### src/rtl/branch_target_predictor.sv
// Direct-mapped branch target buffer with a 2-bit saturating direction counter per entry.
// Zero-latency lookup for IF; registered update from ID-stage resolution; performance counters.
module branch_target_predictor #(
  parameter int unsigned ENTRIES  = 16,
  parameter int unsigned PC_W     = 32,
  parameter logic [1:0]  INIT_CTR = 2'b01,
  parameter int unsigned STAT_W   = 16
) (
  input  logic              CLK,
  input  logic              RST,
  input  logic              lookup_en,
  input  logic [PC_W-1:0]   lookup_pc,
  output logic              pred_taken,
  output logic [PC_W-1:0]   pred_target,
  input  logic              update_en,
  input  logic [PC_W-1:0]   update_pc,
  input  logic              update_taken,
  input  logic              update_is_branch,
  input  logic [PC_W-1:0]   update_target,
  input  logic              flush_all,
  output logic [STAT_W-1:0] stat_lookups,
  output logic [STAT_W-1:0] stat_hits,
  output logic [STAT_W-1:0] stat_updates
);

  localparam int unsigned IDX_W = $clog2(ENTRIES);
  localparam int unsigned TAG_W = PC_W - IDX_W - 2;

  logic [ENTRIES-1:0] valid_q;
  logic [TAG_W-1:0]   tag_q    [ENTRIES];
  logic [PC_W-1:0]    target_q [ENTRIES];
  logic [1:0]         ctr_q    [ENTRIES];

  logic [STAT_W-1:0] stat_lookups_q, stat_hits_q, stat_updates_q;

  logic [IDX_W-1:0] lk_idx, up_idx;
  logic [TAG_W-1:0] lk_tag, up_tag;
  logic             lk_hit, up_hit;

  // Instruction-aligned PCs: the byte-offset bits never participate.
  logic unused_pc_bits;
  assign unused_pc_bits = ^{lookup_pc[1:0], update_pc[1:0]};

  assign lk_idx = lookup_pc[IDX_W+1:2];
  assign lk_tag = lookup_pc[PC_W-1:IDX_W+2];
  assign up_idx = update_pc[IDX_W+1:2];
  assign up_tag = update_pc[PC_W-1:IDX_W+2];

  assign lk_hit = valid_q[lk_idx] && (tag_q[lk_idx] == lk_tag);
  assign up_hit = valid_q[up_idx] && (tag_q[up_idx] == up_tag);

  always_comb begin
    pred_taken  = lk_hit && ctr_q[lk_idx][1];
    pred_target = pred_taken ? target_q[lk_idx] : '0;
  end

  // Next state for the single entry addressed by the update port.
  logic            up_write;
  logic            up_write_target;
  logic [1:0]      up_ctr_d;

  always_comb begin
    up_write        = 1'b0;
    up_write_target = 1'b0;
    up_ctr_d        = ctr_q[up_idx];
    if (up_hit) begin
      up_write = 1'b1;
      if (update_is_branch) begin
        up_write_target = update_taken;
        if (update_taken) begin
          if (up_ctr_d != 2'b11) up_ctr_d = up_ctr_d + 2'b01;
        end else begin
          if (up_ctr_d != 2'b00) up_ctr_d = up_ctr_d - 2'b01;
        end
      end else begin
        up_write_target = 1'b1;
        up_ctr_d        = 2'b11;
      end
    end else if (update_taken) begin
      // Allocation overwrites whatever aliasing entry sits at this index.
      up_write        = 1'b1;
      up_write_target = 1'b1;
      up_ctr_d        = update_is_branch ? 2'b10 : 2'b11;
    end
  end

  always_ff @(posedge CLK) begin
    if (RST) begin
      valid_q <= '0;
      for (int i = 0; i < ENTRIES; i++) begin
        tag_q[i]    <= '0;
        target_q[i] <= '0;
        ctr_q[i]    <= INIT_CTR;
      end
    end else if (flush_all) begin
      valid_q <= '0;
      for (int i = 0; i < ENTRIES; i++) begin
        ctr_q[i] <= INIT_CTR;
      end
    end else if (update_en && up_write) begin
      valid_q[up_idx] <= 1'b1;
      tag_q[up_idx]   <= up_tag;
      ctr_q[up_idx]   <= up_ctr_d;
      if (up_write_target) target_q[up_idx] <= update_target;
    end
  end

  always_ff @(posedge CLK) begin
    if (RST) begin
      stat_lookups_q <= '0;
      stat_hits_q    <= '0;
      stat_updates_q <= '0;
    end else begin
      if (lookup_en)              stat_lookups_q <= stat_lookups_q + STAT_W'(1);
      if (lookup_en && pred_taken) stat_hits_q   <= stat_hits_q + STAT_W'(1);
      if (update_en && !flush_all) stat_updates_q <= stat_updates_q + STAT_W'(1);
    end
  end

  assign stat_lookups = stat_lookups_q;
  assign stat_hits    = stat_hits_q;
  assign stat_updates = stat_updates_q;

endmodule

### config.mk
export PLATFORM = sky130hd
export DESIGN_NAME = branch_target_predictor
export DESIGN_NICKNAME = d
export VERILOG_FILES = /design/src/rtl/branch_target_predictor.sv
export SDC_FILE = /design/constraint.sdc
export NUM_CORES = 2
export LEC_CHECK = 0
export ABC_AREA = 1
export CAP_MARGIN = 0
export CORE_UTILIZATION = 50
export CTS_CLUSTER_DIAMETER = 100
export CTS_CLUSTER_SIZE = 20
export DETAILED_ROUTE_END_ITERATION = 8
export MAX_ROUTING_LAYER = met4
export PLACE_DENSITY = 0.67
export SYNTH_ARGS = -nofsm -noshare
export SYNTH_HDL_FRONTEND = slang
export SYNTH_SLANG_ARGS = --single-unit
export TNS_END_PERCENT = 20
### constraint.sdc
create_clock -name CLK -period 10.4 [get_ports CLK]
set_input_delay 3.12 -clock CLK [delete_from_list [all_inputs] [get_ports CLK]]
set_output_delay 3.12 -clock CLK [all_outputs]
set_load 0.1 [all_outputs]
Word level (Yosys, flattened, before mapping)
Memories as Yosys holds them, arrays and structs flattened.
Index checks and enable logic that the tools add are counted.
{"block": "word_totals", "regBits": 64, "ramBits": 960, "input_bits": 103, "out_inout_bits": 81, "word_cells": 105, "memories": 3}
{"block": "classes", "addsub": 5, "order_cmp": 3, "n_eq_ne": 3, "mux": 57, "bitwise_logic": 17, "n_reduce_logical": 13}
{"memory": "target_q", "words": 16, "width": 32, "read_ports": 1, "rd_ports_with_merged_regs": 0, "write_ports": 16, "line_no": "31", "source": "logic [PC_W-1:0] target_q [ENTRIES];"}
{"memory": "tag_q", "words": 16, "width": 26, "read_ports": 2, "rd_ports_with_merged_regs": 0, "write_ports": 16, "line_no": "30", "source": "logic [TAG_W-1:0] tag_q [ENTRIES];"}
{"memory": "ctr_q", "words": 16, "width": 2, "read_ports": 2, "rd_ports_with_merged_regs": 0, "write_ports": 16, "line_no": "32", "source": "logic [1:0] ctr_q [ENTRIES];"}
{"cell": "32-bit 2-to-1 mux", "count": 2}
{"cell": "26-bit equality test", "count": 2}
{"cell": "16-bit by 1-bit adder with 16-bit output (second input constant)", "count": 3}
{"cell": "2-bit 2-to-1 mux", "count": 23}
{"cell": "32-bit OR reduction", "count": 1}
{"cell": "26-bit 2-to-1 mux", "count": 1}
{"cell": "26-bit OR reduction", "count": 1}
{"cell": "1-bit 2-to-1 mux", "count": 25}
{"cell": "1-bit OR", "count": 16}
{"cell": "16-bit OR", "count": 1}
{"cell": "4-bit 2-to-1 mux", "count": 3}
{"cell": "4-bit by 5-bit < comparator with 1-bit output (second input constant)", "count": 2}
{"cell": "1-bit binary-select mux with 4-bit select", "count": 2}
{"cell": "1-bit logical AND", "count": 7}
{"cell": "1-bit demux with 4-bit select", "count": 1}
{"cell": "4-bit by 1-bit >= comparator with 1-bit output (second input constant)", "count": 1}
{"cell": "2-bit OR reduction", "count": 2}
{"cell": "2-bit by 1-bit adder with 2-bit output (second input constant)", "count": 1}
{"cell": "2-bit != test (second input constant)", "count": 1}
{"cell": "2-bit nonzero test", "count": 1}
{"cell": "2-bit by 1-bit subtractor with 2-bit output (second input constant)", "count": 1}
{"cell": "1-bit zero test", "count": 1}

Depth between registers and ports, before layout
{"block": "logic_depth", "depth_word": 11, "mapped_depth": 23}

Worst setup path after synthesis
Ideal clock, no wire load.
{"block": "synth_timing", "path_kind": "input -> output", "startpoint": "in lookup_pc[2]", "endpoint": "out pred_target[10]", "arrival_time_ns": 7.015, "path_slack_ns": 0.265, "cell_stages": 19, "path_buffers": 4, "cell_sequence": "buf_2 -> inv_2 -> clkbuf_1 -> clkbuf_1 -> nand2_1 -> nand3_1 -> nand3_1 -> nand3_1 -> nand2_1 -> nand2_1 -> nand2_1 -> nor2_1 -> nand2_1 -> nor2_1 -> nand2_1 -> nor2_1 -> inv_1 -> clkbuf_1 -> nor3_1"}
{"block": "synth_between", "elab_chain_cells": 5, "word_cells_on_any_way": 9}
{"item": "start: declaration", "line_no": "12", "source": "input logic [PC_W-1:0] lookup_pc,"}
{"item": "memory read 16 x 26 bit or 1-bit binary-select mux with 4-bit select (tied branches)"}
{"item": "26-bit equality test or 1-bit 2-to-1 mux (tied branches)", "line_no": "49", "source": "assign lk_hit = valid_q[lk_idx] && (tag_q[lk_idx] == lk_tag);"}
{"item": "1-bit logical AND", "line_no": "49"}
{"item": "1-bit logical AND", "line_no": "53", "source": "pred_taken = lk_hit && ctr_q[lk_idx][1];"}
{"item": "32-bit 2-to-1 mux (*)", "line_no": "54", "source": "pred_target = pred_taken ? target_q[lk_idx] : '0;"}
{"item": "end: declaration", "line_no": "14", "source": "output logic [PC_W-1:0] pred_target,"}
Mark *: on every way between the ends. The rest lies on a longest branch, timed or not. The select of a mux whose other input is x is not followed.

Final worst setup path
{"block": "layout_timing", "startpoint": "in lookup_pc[3]", "endpoint": "out pred_target[1]"}
The elaborated chain is that of the path after synthesis.

==> impl_metrics.py <==
metrics = {
    "grt": {
        "antenna_found_initial": 0,
        "grt_remaining_overflow": 0,
        "grt_pass1_wl_um": 260400,
        "grt_max_degree": 192,
        "grt_pass1_vias": 41340,
        "grt_usage": 0.3384,
    },
    "floorplanning": {
        "die_y_um": 326.3,
        "ios": 184,
        "core-area_um2": 103900,
        "die_area_um2": 106500,
        "initial_utilization": 0.5059,
        "die_x_um": 326.3,
        "rows": 118,
    },
    "timing": {
        "hold_viol_final": 0,
        "grt_setup_unrepaired": "no",
        "max_slew_margin": 0.1389,
        "setup_tns_ns": 0,
        "period_needed_ns": 9.964,
        "fmax_mhz": 100.4,
        "setup-violations-final": 0,
        "hold_ws_ns": 0.4641,
        "slew_viol_final": 0,
        "fin_crit_sh": 0.9581,
        "worst-slew-pin-transition_ns": 1.289,
        "skew_ns": 0.03300,
        "finalWorstSetupSlack_ns": 0.4355,
    },
    "setup_path": {
        "path_buf_inv": 6,
        "cpMostUsedCell": "nand3_1",
        "endpoint_kind": "output port",
        "worstPathMaxFanout": 60,
        "cp_data_required_time_ns": 7.28,
        "timing.critical_path.cells": "clkbuf_8 > inv_8 > buf_12 > nand3_1 > nand3_1 > nand3_1 > nand3_1 > nand2_1 > nor2_1 > nand2_1 > nor2_1 > nand2_1 > nor2_1 > inv_1 > buf_4 > nor3_1 > buf_12",
        "cp_slowest_stage_delay_ns": 0.58,
        "path_class": "in -> out",
        "arrival_ns": 6.84,
        "cp_slowest_cell": "nor3_1",
        "cp_top_family": "simple AND/OR/NAND/NOR gates",
        "cp-start-kind": "input port",
    },
    "drt": {
        "wl_per_cell_um": 23.55,
        "vias": 45230,
        "wl_um": 179100,
        "avgViaCountPerCell": 5.946,
        "route.detailed.drc": 0,
        "antenna_left": 0,
        "first_pass_iters": 6,
        "first_iter_violations": 6359,
    },
    "synthesis": {
        "synth_edf_count": 960,
        "synth_async_sr_flop_share": 0,
        "synth_nets": 6388,
        "netlist_area_um2": 52580,
        "synth_cell_types": 39,
        "synthCells": 6282,
        "yosysSeqAreaShare": 0.5726,
        "ys_ff_latch": 1024,
        "synth.avg_cell_area_um2": 8.370,
        "yosys.area.top_type": "edfxtp_1",
        "synth_warnings": 0,
        "netlist_top_cells_area": "edfxtp_1 55%, nand2_1 14%, nor2_1 8.5%, nand3_1 3.4%, inv_1 3.1%",
        "synth_flop_cell": "edfxtp_1",
        "netlist.area_leader.share": 0.5482,
    },
    "clocking": {
        "clock_latency_ns": 0.72,
        "cts_buffer_depth": 3,
        "cts_hold_buf": 0,
        "cts_tree": "done",
        "cts.sinks": 1024,
        "cts.repair.resized": 0,
        "htreeDepth": 2,
        "clock-root-buffer": "clkbuf_16",
        "clk_pin_slew_ns": 0.08,
        "post_cts_buffers": 0,
        "cts_inserted_buffers": 57,
    },
    "cells_and_area": {
        "num_antenna_cells": 0,
        "fillers": 9202,
        "seqCellArea_um2": 30110,
        "fin_area_um2": 57540,
        "areaGrowthSynthToFinish_pct": 9.432,
        "final_layout_size_suffix_gt1_frac": 0.05316,
        "multi_input_area_um2": 18870,
        "fin_nets": 6307,
    },
    "placed_design": {
        "post-dp-hpwl_um": 102500,
        "dpl_cell_area_um2": 55950,
        "gp_congestion": 0.9468,
        "place_ws_ns": 0.5832,
        "portBuffers": 179,
    },
    "power_and_ir_drop": {
        "p_leak_nw": 23.68,
        "powerDensity_nw_per_um2": 142.8,
        "vdd_drop_max_mv": 0.1543,
        "post-layout-total-power_mw": 8.216,
    },
    "worst_hold_path": {
        "hold_path_class": "reg -> reg",
    },
    "run": {
        "maxCapViolCount": 0,
    },
    "status": {
        "outcome": "finished clean",
    },
}
## cell type report
class	count	share of cell area
Clock buffer	79	0.02622
Clock inverter	5	0.001500
Sequential cell	1024	0.5233
Inverter	472	0.03120
Timing Repair Buffer	319	0.05986
Multi-Input combinational cell	4327	0.3279
Tap cell	1380	0.03001
## worst paths after layout
check | depth (start not counted) | slack (ns) | from | end
setup reg to reg | 16 | 5.71 | tag_q[9][1] | tag_q[13][2]
setup / recovery | 17 | 0.44 | lookup_pc[3] | pred_target[1]
hold / removal | 1 | 0.46 | stat_updates[15] | stat_updates[15]
hold reg to reg | 1 | 0.46 | stat_updates[15] | stat_updates[15]
## flip-flops by register name, indices dropped and copies added (netlist names)
register	count
target_q	512
stat_lookups	16
stat_hits	16
tag_q	416
stat_updates	16
ctr_q	32
valid_q	16
## cells in the final DEF (no fill, tap or decap), types with 106 or more instances in the layout
master | synthesis | routed
nor2_1 | 1185 | 1182
a221oi_1 | 106 | 106
edfxtp_1 | 960 | 960
o21ai_0 | 234 | 234
a21oi_1 | 291 | 291
nand2_1 | 1913 | 1881
buf_4 | 8 | 121
inv_1 | 436 | 436
clkdlybuf4s50_1 | 0 | 140
nand3_1 | 358 | 348
## cell usage after synthesis, types with 3 or more instances
library cell / number
nor2_1: 1185
buf_4: 8
clkinv_1: 27
edfxtp_1: 960
buf_2: 141
nor3_1: 103
a221oi_1: 106
buf_6: 5
a311oi_1: 22
nand4_4: 14
inv_2: 9
o21ai_0: 234
buf_1: 47
o22ai_1: 5
nand3_2: 6
inv_1: 436
ha_1: 3
nand3_1: 358
or2_2: 8
nand2_1: 1913
a21oi_1: 291
clkbuf_1: 257
o21ai_1: 8
nand4_1: 28
xor2_1: 3
a22oi_1: 12
o211ai_1: 13
dfxtp_1: 64
## stage by stage
step / util / instances
after floorplan: - / 6282
after global placement: 0.5383 / 7522
after detailed placement: 0.5383 / 7522
after CTS: 0.5536 / 7606
after global routing: 0.5536 / 7606
final: 0.5536 / 7606
## routing by layer
metal / track usage / vias to the layer above / wire (µm)
met5: - / - / 0
met4: 0.1365 / 0 / 8092
met3: 0.06983 / 469 / 23740
met2: 0.4975 / 3015 / 78440
met1: 0.4587 / 21380 / 68830
li1: - / 20360 / -
## where the power goes
group	switching (mW)	total, mW	internal, mW
combinational	0.781	1.06	0.284
sequential	0.0681	4.75	4.69
clock	1.38	2.40	1.02
## worst register-to-register path, delay by kind of cell, from the launching register on
kind	cells	cell delay [ns]
AO/OA/AOI/OAI	2	0.66
buffers and inverters	1	0.36
flip-flops	1	0.40
AND/OR/NAND/NOR	13	2.87
## logic make-up (layout without fill, tap and decap cells)
group           count (synthesis)  after routing  synth area share
simple gates                 3626           3626            0.2780
flops                        1024           1024            0.5726
buf+inv                       931            875           0.07141
compound gates                695            695           0.07674
fa+ha+maj                       3              3         0.0007139
xor+xnor                        3              3         0.0004998
No activity file was read; power rests on OpenSTA's default activity.
